===== src/rtl/program_buffer_pkg.sv =====
// Shared types and constants for the program buffer.
`default_nettype none

package program_buffer_pkg;

   typedef enum logic [0:0] {
      CLEAR = 1'b0,
      READY = 1'b1
   } state_t;

   localparam logic MODE_SHIFT  = 1'b0;
   localparam logic MODE_DIRECT = 1'b1;

endpackage

`default_nettype wire


===== src/rtl/program_buffer.sv =====
// Instruction buffer with shift-append / direct-write loading, per-entry valid
// bits, a one-entry-per-cycle clear sweep and a registered read port.
`default_nettype none

module program_buffer
   import program_buffer_pkg::*;
#(
   parameter int WIDTH = 12,
   parameter int DEPTH = 8,
   parameter int AW    = $clog2(DEPTH)
) (
   input  logic             clk,
   input  logic             reset,
   input  logic             clear,
   input  logic             load_valid,
   output logic             load_ready,
   input  logic             load_mode,
   input  logic [AW-1:0]    load_addr,
   input  logic [WIDTH-1:0] load_data,
   input  logic             rd_en,
   input  logic [AW-1:0]    rd_addr,
   output logic [WIDTH-1:0] rd_data,
   output logic             rd_valid,
   output logic             rd_hit,
   output logic [AW:0]      count,
   output logic             full
);

   logic [WIDTH-1:0] mem [DEPTH];
   logic [DEPTH-1:0] vld;
   logic [DEPTH-1:0] vld_next;
   state_t           state;
   state_t           state_next;
   logic [AW-1:0]    ptr;
   logic [AW-1:0]    ptr_next;
   logic             accept;
   logic             rd_take;

   function automatic logic [AW:0] popcount(input logic [DEPTH-1:0] v);
      logic [AW:0] n;
      n = '0;
      for (int i = 0; i < DEPTH; i++) begin
         if (v[i]) n = n + (AW+1)'(1);
      end
      return n;
   endfunction

   assign load_ready = (state == READY) && !clear;
   assign accept     = load_valid && load_ready;
   assign rd_take    = rd_en && (state == READY) && !clear;
   assign full       = (count == (AW+1)'(DEPTH));

   always_ff @(posedge clk) begin
      if (reset) begin
         state <= CLEAR;
         ptr   <= '0;
         vld   <= '0;
         count <= '0;
      end else begin
         state <= state_next;
         ptr   <= ptr_next;
         vld   <= vld_next;
         count <= popcount(vld_next);
      end
   end

   always_comb begin
      state_next = state;
      ptr_next   = ptr;
      vld_next   = vld;
      if (clear) begin
         state_next = CLEAR;
         ptr_next   = '0;
         vld_next   = '0;
      end else if (state == CLEAR) begin
         ptr_next = ptr + AW'(1);
         if (ptr == AW'(DEPTH - 1)) state_next = READY;
      end else if (accept) begin
         if (load_mode == MODE_SHIFT) vld_next = {1'b1, vld[DEPTH-1:1]};
         else                         vld_next[load_addr] = 1'b1;
      end
   end

   // Read samples pre-edge contents, so a same-cycle load is not visible yet.
   always_ff @(posedge clk) begin
      if (reset) begin
         rd_data  <= '0;
         rd_valid <= 1'b0;
         rd_hit   <= 1'b0;
      end else begin
         rd_valid <= rd_take;
         if (rd_take) begin
            rd_data <= mem[rd_addr];
            rd_hit  <= vld[rd_addr];
         end
      end
   end

   always_ff @(posedge clk) begin
      if (!reset && !clear) begin
         if (state == CLEAR) begin
            mem[ptr] <= '0;
         end else if (accept) begin
            if (load_mode == MODE_SHIFT) begin
               for (int i = 0; i < DEPTH - 1; i++) mem[i] <= mem[i+1];
               mem[DEPTH-1] <= load_data;
            end else begin
               mem[load_addr] <= load_data;
            end
         end
      end
   end

endmodule

`default_nettype wire


===== config.mk =====
export PLATFORM = sky130hd
export DESIGN_NAME = program_buffer
export DESIGN_NICKNAME = d
export VERILOG_FILES = /design/src/rtl/program_buffer_pkg.sv /design/src/rtl/program_buffer.sv
export SDC_FILE = /design/constraint.sdc
export NUM_CORES = 1
export LEC_CHECK = 0
export ABC_AREA = 1
export ABC_CLOCK_PERIOD_IN_PS = 5800
export BUFFER_PORTS_ARGS = -buffer_cell sky130_fd_sc_hd__buf_2
export CAP_MARGIN = 20
export CORE_UTILIZATION = 61
export DETAILED_ROUTE_END_ITERATION = 10
export PLACE_DENSITY = 0.8
export SETUP_SLACK_MARGIN = 0.05
export SYNTH_ARGS = -nofsm -noshare
export SYNTH_HDL_FRONTEND = slang
export SYNTH_SLANG_ARGS = --single-unit
export TNS_END_PERCENT = 30

===== constraint.sdc =====
create_clock -name clk -period 5.8 [get_ports clk]
set_clock_uncertainty 0.2 [all_clocks]
set_input_delay 0.87 -clock clk [delete_from_list [all_inputs] [get_ports clk]]
set_output_delay 0.87 -clock clk [all_outputs]
set_load 0.01 [all_outputs]

==> results.cfg, run 1 <==
[outcome]
status = complete, no violations

[critical_path]
cp_data_arrival_time_ps = 5310
count_of_buffer_and_inverter_cells_on_the_critical_path = 4
cp_slowest_stage_delay_ps = 300
critPathSlowestCell = sky130_fd_sc_hd__or2_2
worst-setup-path-type = in2reg
crit_family = simple AND/OR/NAND/NOR gates
cp_max_fanout = 10
setup.worst_path.start_class = primary input
cell_repeated_most_along_the_worst_path = sky130_fd_sc_hd__ha_1
worst_ep_required_time_ps = 6010
setup.worst_path.end_class = flip-flop

[clocking]
cts_htree_levels = 4
cts_buffers = 17
postCtsHoldBufs = 0
tritoncts = yes
post_cts.resized_instances = 0
tritoncts_sinks = 126
clkLatencyLatePin_ps = 530
clk_transition_reported_paths_ps = 60
clockRootBuffer = sky130_fd_sc_hd__clkbuf_8
max-clock-path-buffers = 2
post-cts-setup-buffer-count = 0

[routing]
drt_pass1_iterations = 8
drt.antenna.violating_nets = 0
detail_route.vias_per_cell = 6.03
drt_iter0_markers = 642
route.vias.total = 5661
routedWlPerCell_um = 16.7
detail_route.wirelength_mm = 15.7
drt_drc_violations_left = 0

[power]
ir_drop_mv = 0.193
powerDensity_mw_per_mm2 = 290
leakage_power_total_nw = 3.33

[sta]
achievable-frequency_mhz = 196
worst_slew_pin_slew_ps = 928
period_minus_slack_ps = 5110
min_period_over_period_pct = 88.0
final-hold-violation-count = 0
rsz0062_at_grt = no
timing.slew.headroom_pct = 38.1
final-setup-viol-count = 0
timing.setup.tns_ps = 0
slew_violations = 0

[grt]
first_global_vias = 5064
grt_pass1_wl_mm = 25.4
grt_use_total_pct = 29.1
grt_antenna_before_repair = 1
globalRoute.totalOverflow = 0
pin_count_of_the_biggest_net_entering_global_routing = 55

[layout]
post_layout_nonfiller_instances = 939
layout_common_cells = sky130_fd_sc_hd__nand2_1, sky130_fd_sc_hd__o21ai_0, sky130_fd_sc_hd__edfxtp_1
layout.filler_cells = 737
syn_to_final_growth_pct = 14.4
drive_gt1_share_pct = 15.8
insertedDiodeCount = 0
layout_commonest_cell = sky130_fd_sc_hd__nand2_1
multi_input_area_sq_mm = 0.00265
sequential_cell_area_sq_mm = 0.00348
num-nets-final = 822
post_route_standard_cell_area_excluding_fillers_sq_mm = 0.00756

[die]
placement_rows = 37
die_h_um = 106
start_util_pct = 63.5
floorplan.core_area_sq_mm = 0.0104
num_io_pins = 44
floorplan.die.width_um = 106
floorplan.die_area_sq_mm = 0.0113

[placed_design]
routabilityCongestion = 0.995
place.detailed.instances = 907
place.port_buffers = 43
placed_cell_area_sq_mm = 0.00691
detailedPlacementHpwl_mm = 10.2

[synth]
synthesis.nets = 792
async_reset_ff_share_pct = 0
synth_sequential_area_ratio_pct = 52.7
syn_area_per_cell_sq_um = 8.70
synth.cell_area_sq_mm = 0.00661
ys.warnings.count = 0
synth-main-ff-cell = sky130_fd_sc_hd__edfxtp_1
synth.ff_latch_count = 126
yosysUniqueCellTypes = 38
synthesis.instances = 760
synth_enable_flop_cells = 96

[flow_run]
maxCapViolations = 0

[min_path]
min_path_type = reg2reg
[area by class of cell]
cell class,count,area share [%]
sequential,126,46.1
multi-input combinational,510,35.0
clock buffer,26,7.43
timing repair buffer,56,4.14
inverter,79,3.95
tap,136,2.25
clock inverter,6,1.16
[metal layers]
| layer | wire (um) | GRT usage [%] | vias up |
|---|---|---|---|
| met5 | 9 | 0 | - |
| met4 | 213 | 10.3 | 2 |
| met3 | 1650 | 7.05 | 27 |
| met2 | 7110 | 43.3 | 334 |
| met1 | 6740 | 41.6 | 2610 |
| li1 | - | - | 2688 |
[registers in the layout (all words and copies together), names as in the netlist]
signal,count
mem,96
rd_data,12
vld,8
count,4
ptr,3
rd_hit,1
rd_valid,1
state,1
[power breakdown]
part / leakage [nW] / switching, mW / internal [mW]
clock network: 0.323 / 0.391 / 0.748
logic: 1.90 / 0.0620 / 0.0225
registers: 1.11 / 0.00186 / 0.965
total: 3.33 / 0.455 / 1.74
[metrics by stage]
step / utilization [%] / power, mW / hold WS [ps] / setup WS [ps]
floorplan: - / 1.04 / 249 / 708
global placement: 66.4 / 1.07 / 249 / 378
detailed placement: 66.4 / 1.07 / 254 / 207
CTS: 72.6 / 2.19 / 263 / 726
global route: 72.6 / 2.24 / 280 / 408
finish: 72.6 / 2.19 / 260 / 695
[Yosys cell counts, types with 2 or more instances]
cell | instances | area [sq um]
sky130_fd_sc_hd__nand2_1 | 145 | 544
sky130_fd_sc_hd__or2_2 | 2 | 12.5
sky130_fd_sc_hd__nand3_4 | 5 | 87.6
sky130_fd_sc_hd__buf_6 | 3 | 33.8
sky130_fd_sc_hd__o21ai_1 | 3 | 15.0
sky130_fd_sc_hd__clkbuf_1 | 34 | 128
sky130_fd_sc_hd__o21ai_0 | 107 | 536
sky130_fd_sc_hd__inv_2 | 3 | 11.3
sky130_fd_sc_hd__nand4_1 | 2 | 12.5
sky130_fd_sc_hd__a21oi_1 | 47 | 235
sky130_fd_sc_hd__nand3_2 | 5 | 50.1
sky130_fd_sc_hd__dfxtp_1 | 30 | 601
sky130_fd_sc_hd__nor2_1 | 45 | 169
sky130_fd_sc_hd__nor2_4 | 3 | 33.8
sky130_fd_sc_hd__nor2_2 | 3 | 18.8
sky130_fd_sc_hd__inv_1 | 75 | 282
sky130_fd_sc_hd__buf_1 | 7 | 26.3
sky130_fd_sc_hd__nand3_1 | 83 | 415
sky130_fd_sc_hd__edfxtp_1 | 96 | 2880
sky130_fd_sc_hd__ha_1 | 8 | 100
sky130_fd_sc_hd__nand2_2 | 9 | 56.3
sky130_fd_sc_hd__o21ai_2 | 2 | 17.5
sky130_fd_sc_hd__o211ai_1 | 26 | 195
sky130_fd_sc_hd__nand3b_1 | 2 | 15.0
sky130_fd_sc_hd__nand4_2 | 2 | 25.0
[final timing paths]
kind | start | to | slack, ps | cells after the start
hold reg to reg | rd_data[3]$_SDFFE_PP0P_ | rd_data[3]$_SDFFE_PP0P_ | 260 | 2
setup / recovery | clear | count[1]$_SDFF_PP0_ | 690 | 26
setup reg to reg | state$_SDFF_PN0_ | count[1]$_SDFF_PP0_ | 710 | 24
hold / removal | rd_data[3]$_SDFFE_PP0P_ | rd_data[3]$_SDFFE_PP0P_ | 260 | 2
[logic make-up after synthesis]
kind of cell,share of synthesized area (%)
flip-flops,52.7
adder cells (fa/ha/maj),1.51
AO/OA/AOI/OAI,15.7
buffers and inverters,7.47
XOR/XNOR,0.132
AND/OR/NAND/NOR,22.5
[tightest hold or removal path, stage by stage, from the launching register on]
cell	delay, ps
sky130_fd_sc_hd__dfxtp_1	300
sky130_fd_sc_hd__nand2_1	60
sky130_fd_sc_hd__a21oi_1	50
Power figures use the tool's default switching activity.
==> run 2, diff against run 1 <==
Settings changed: CORE_UTILIZATION 61 to 47, PLACE_DENSITY 0.8 to default, PLACE_DENSITY_LB_ADDON from default to 0.1.
==> results.cfg, run 2 (same netlist as run 1, synthesis figures left out) <==
[power]
powerDensity_mw_per_mm2 = 271
comb_power_share_pct = 4.2
share_clk_of_total_power_pct = 48.3
p_int_mw = 1.61
net-switching-power_mw = 0.427
p_sw_share_pct = 21.0
ir_drop_mv = 0.205
share_seq_of_total_power_pct = 47.6
leakage_power_total_nw = 3.28

[clocking]
cts_buffers = 17
clkLatencyLatePin_ps = 410
clk_transition_reported_paths_ps = 50
cts_htree_levels = 4
max-clock-path-buffers = 2
clockRootBuffer = sky130_fd_sc_hd__clkbuf_16
postCtsHoldBufs = 0
tritoncts_sinks = 126
post_cts.resized_instances = 0
tritoncts = yes
post-cts-setup-buffer-count = 0

[die]
floorplan.core_area_sq_mm = 0.0135
floorplan.die.width_um = 121
placement_rows = 42
num_io_pins = 44
floorplan.die_area_sq_mm = 0.0145
start_util_pct = 49.0
die_h_um = 121

[critical_path]
worstReg2RegStart = state$_SDFF_PN0_
cp_data_arrival_time_ps = 5310
critPathSlowestCell = sky130_fd_sc_hd__or2_2
worstReg2RegEnd = count[1]$_SDFF_PP0_
crit_family = simple AND/OR/NAND/NOR gates
worst_ep_required_time_ps = 5890
cell_repeated_most_along_the_worst_path = sky130_fd_sc_hd__ha_1
cp_slowest_stage_delay_ps = 300
crit_cells = 26
critical_path.startpoint = clear
worst-setup-path-type = in2reg
reg2reg_setup_slack_ps = 710
cp_max_fanout = 10
count_of_buffer_and_inverter_cells_on_the_critical_path = 4
ff2ff_path_depth = 24
setup.worst_path.start_class = primary input
timing.critical_path.to = count[1]$_SDFF_PP0_
setup.worst_path.end_class = flip-flop

[sta]
slew_violations = 0
rsz0062_at_grt = no
timing.setup.tns_ps = 0
achievable-frequency_mhz = 191
final-hold-violation-count = 0
min_period_over_period_pct = 90.2
final-setup-viol-count = 0
worst_slew_pin_slew_ps = 977
period_minus_slack_ps = 5230
hold-worst-slack_ps = 259
timing.slew.headroom_pct = 34.9

[placed_design]
routabilityCongestion = 0.957
place.detailed.instances = 947
detailedPlacementHpwl_mm = 11.1
place.port_buffers = 43

[routing]
drt_iter0_markers = 533
detail_route.vias_per_cell = 5.59
routedWlPerCell_um = 16.5
drt_drc_violations_left = 0
drt.antenna.violating_nets = 0
route.vias.total = 5464
detail_route.wirelength_mm = 16.2
drt_pass1_iterations = 5

[layout]
layout.filler_cells = 1198
largest-register = mem
reg_top3 = mem (96), rd_data (12), vld (8)
drive_gt1_share_pct = 15.0
util_after_layout_pct = 55.5
syn_to_final_growth_pct = 13.4
post_layout_nonfiller_instances = 978
insertedDiodeCount = 0
layout_common_cells = sky130_fd_sc_hd__nand2_1, sky130_fd_sc_hd__o21ai_0, sky130_fd_sc_hd__edfxtp_1
num-nets-final = 822
layout_commonest_cell = sky130_fd_sc_hd__nand2_1
largest_reg_flops = 96

[grt]
grt_pass1_wl_mm = 26.2
first_global_vias = 4997
grt_use_total_pct = 23.5
globalRoute.totalOverflow = 0
grt_antenna_before_repair = 0
pin_count_of_the_biggest_net_entering_global_routing = 90

[min_path]
min_path_type = reg2reg
hold_path_startpoint = rd_data[6]$_SDFFE_PP0P_

[outcome]
status = complete, no violations

[flow_run]
maxCapViolations = 0
[run 2: worst min-delay path: cells and delay by family, from the launching register on]
kind | cells | cell delay, ps
simple gates | 1 | 60
compound gates | 1 | 50
flops | 1 | 300
[run 2: how the worst min path moves through the flow]
stage                                          to  cells past startpoint
after floorplan               ptr[2]$_SDFFE_PN0N_                      2
after global placement    rd_data[6]$_SDFFE_PP0P_                      2
after detailed placement  rd_data[6]$_SDFFE_PP0P_                      2
after CTS                 rd_data[6]$_SDFFE_PP0P_                      2
after global routing      rd_data[8]$_SDFFE_PP0P_                      2
final                     rd_data[6]$_SDFFE_PP0P_                      2
[run 2: metal layers]
metal	global-route usage, %	vias up	routed length (um)
met2	35.1	202	7150
met3	4.10	16	1070
met4	8.18	0	209
met1	34.3	2570	7740
li1	-	2676	-
met5	0	-	0
[run 2: power by group through the flow]
stage	registers [mW]	logic (mW)	clock network, mW
floorplan	0.986	0.0555	0
global placement	0.986	0.0829	0
detailed placement	0.986	0.0846	0
CTS	0.967	0.0849	0.997
global route	0.968	0.0947	1.03
finish	0.968	0.0849	0.982
[run 2: area by class of cell]
class                           count  area (sq um)  share of cell area, %
Sequential cell                   126          3480                   46.4
Multi-Input combinational cell    510          2650                   35.3
Clock buffer                       20           437                   5.82
Timing Repair Buffer               56           313                   4.17
Inverter                           79           299                   3.99
Tap cell                          176           220                   2.94
Clock inverter                     11           100                   1.33
[run 2: stage by stage]
stage	power [mW]	area, sq um	setup slack [ps]
after global routing	2.10	7500	242
after global placement	1.07	6960	341
after CTS	2.05	7500	586
after floorplan	1.04	6610	708
after detailed placement	1.07	6960	168
final	2.03	7500	571
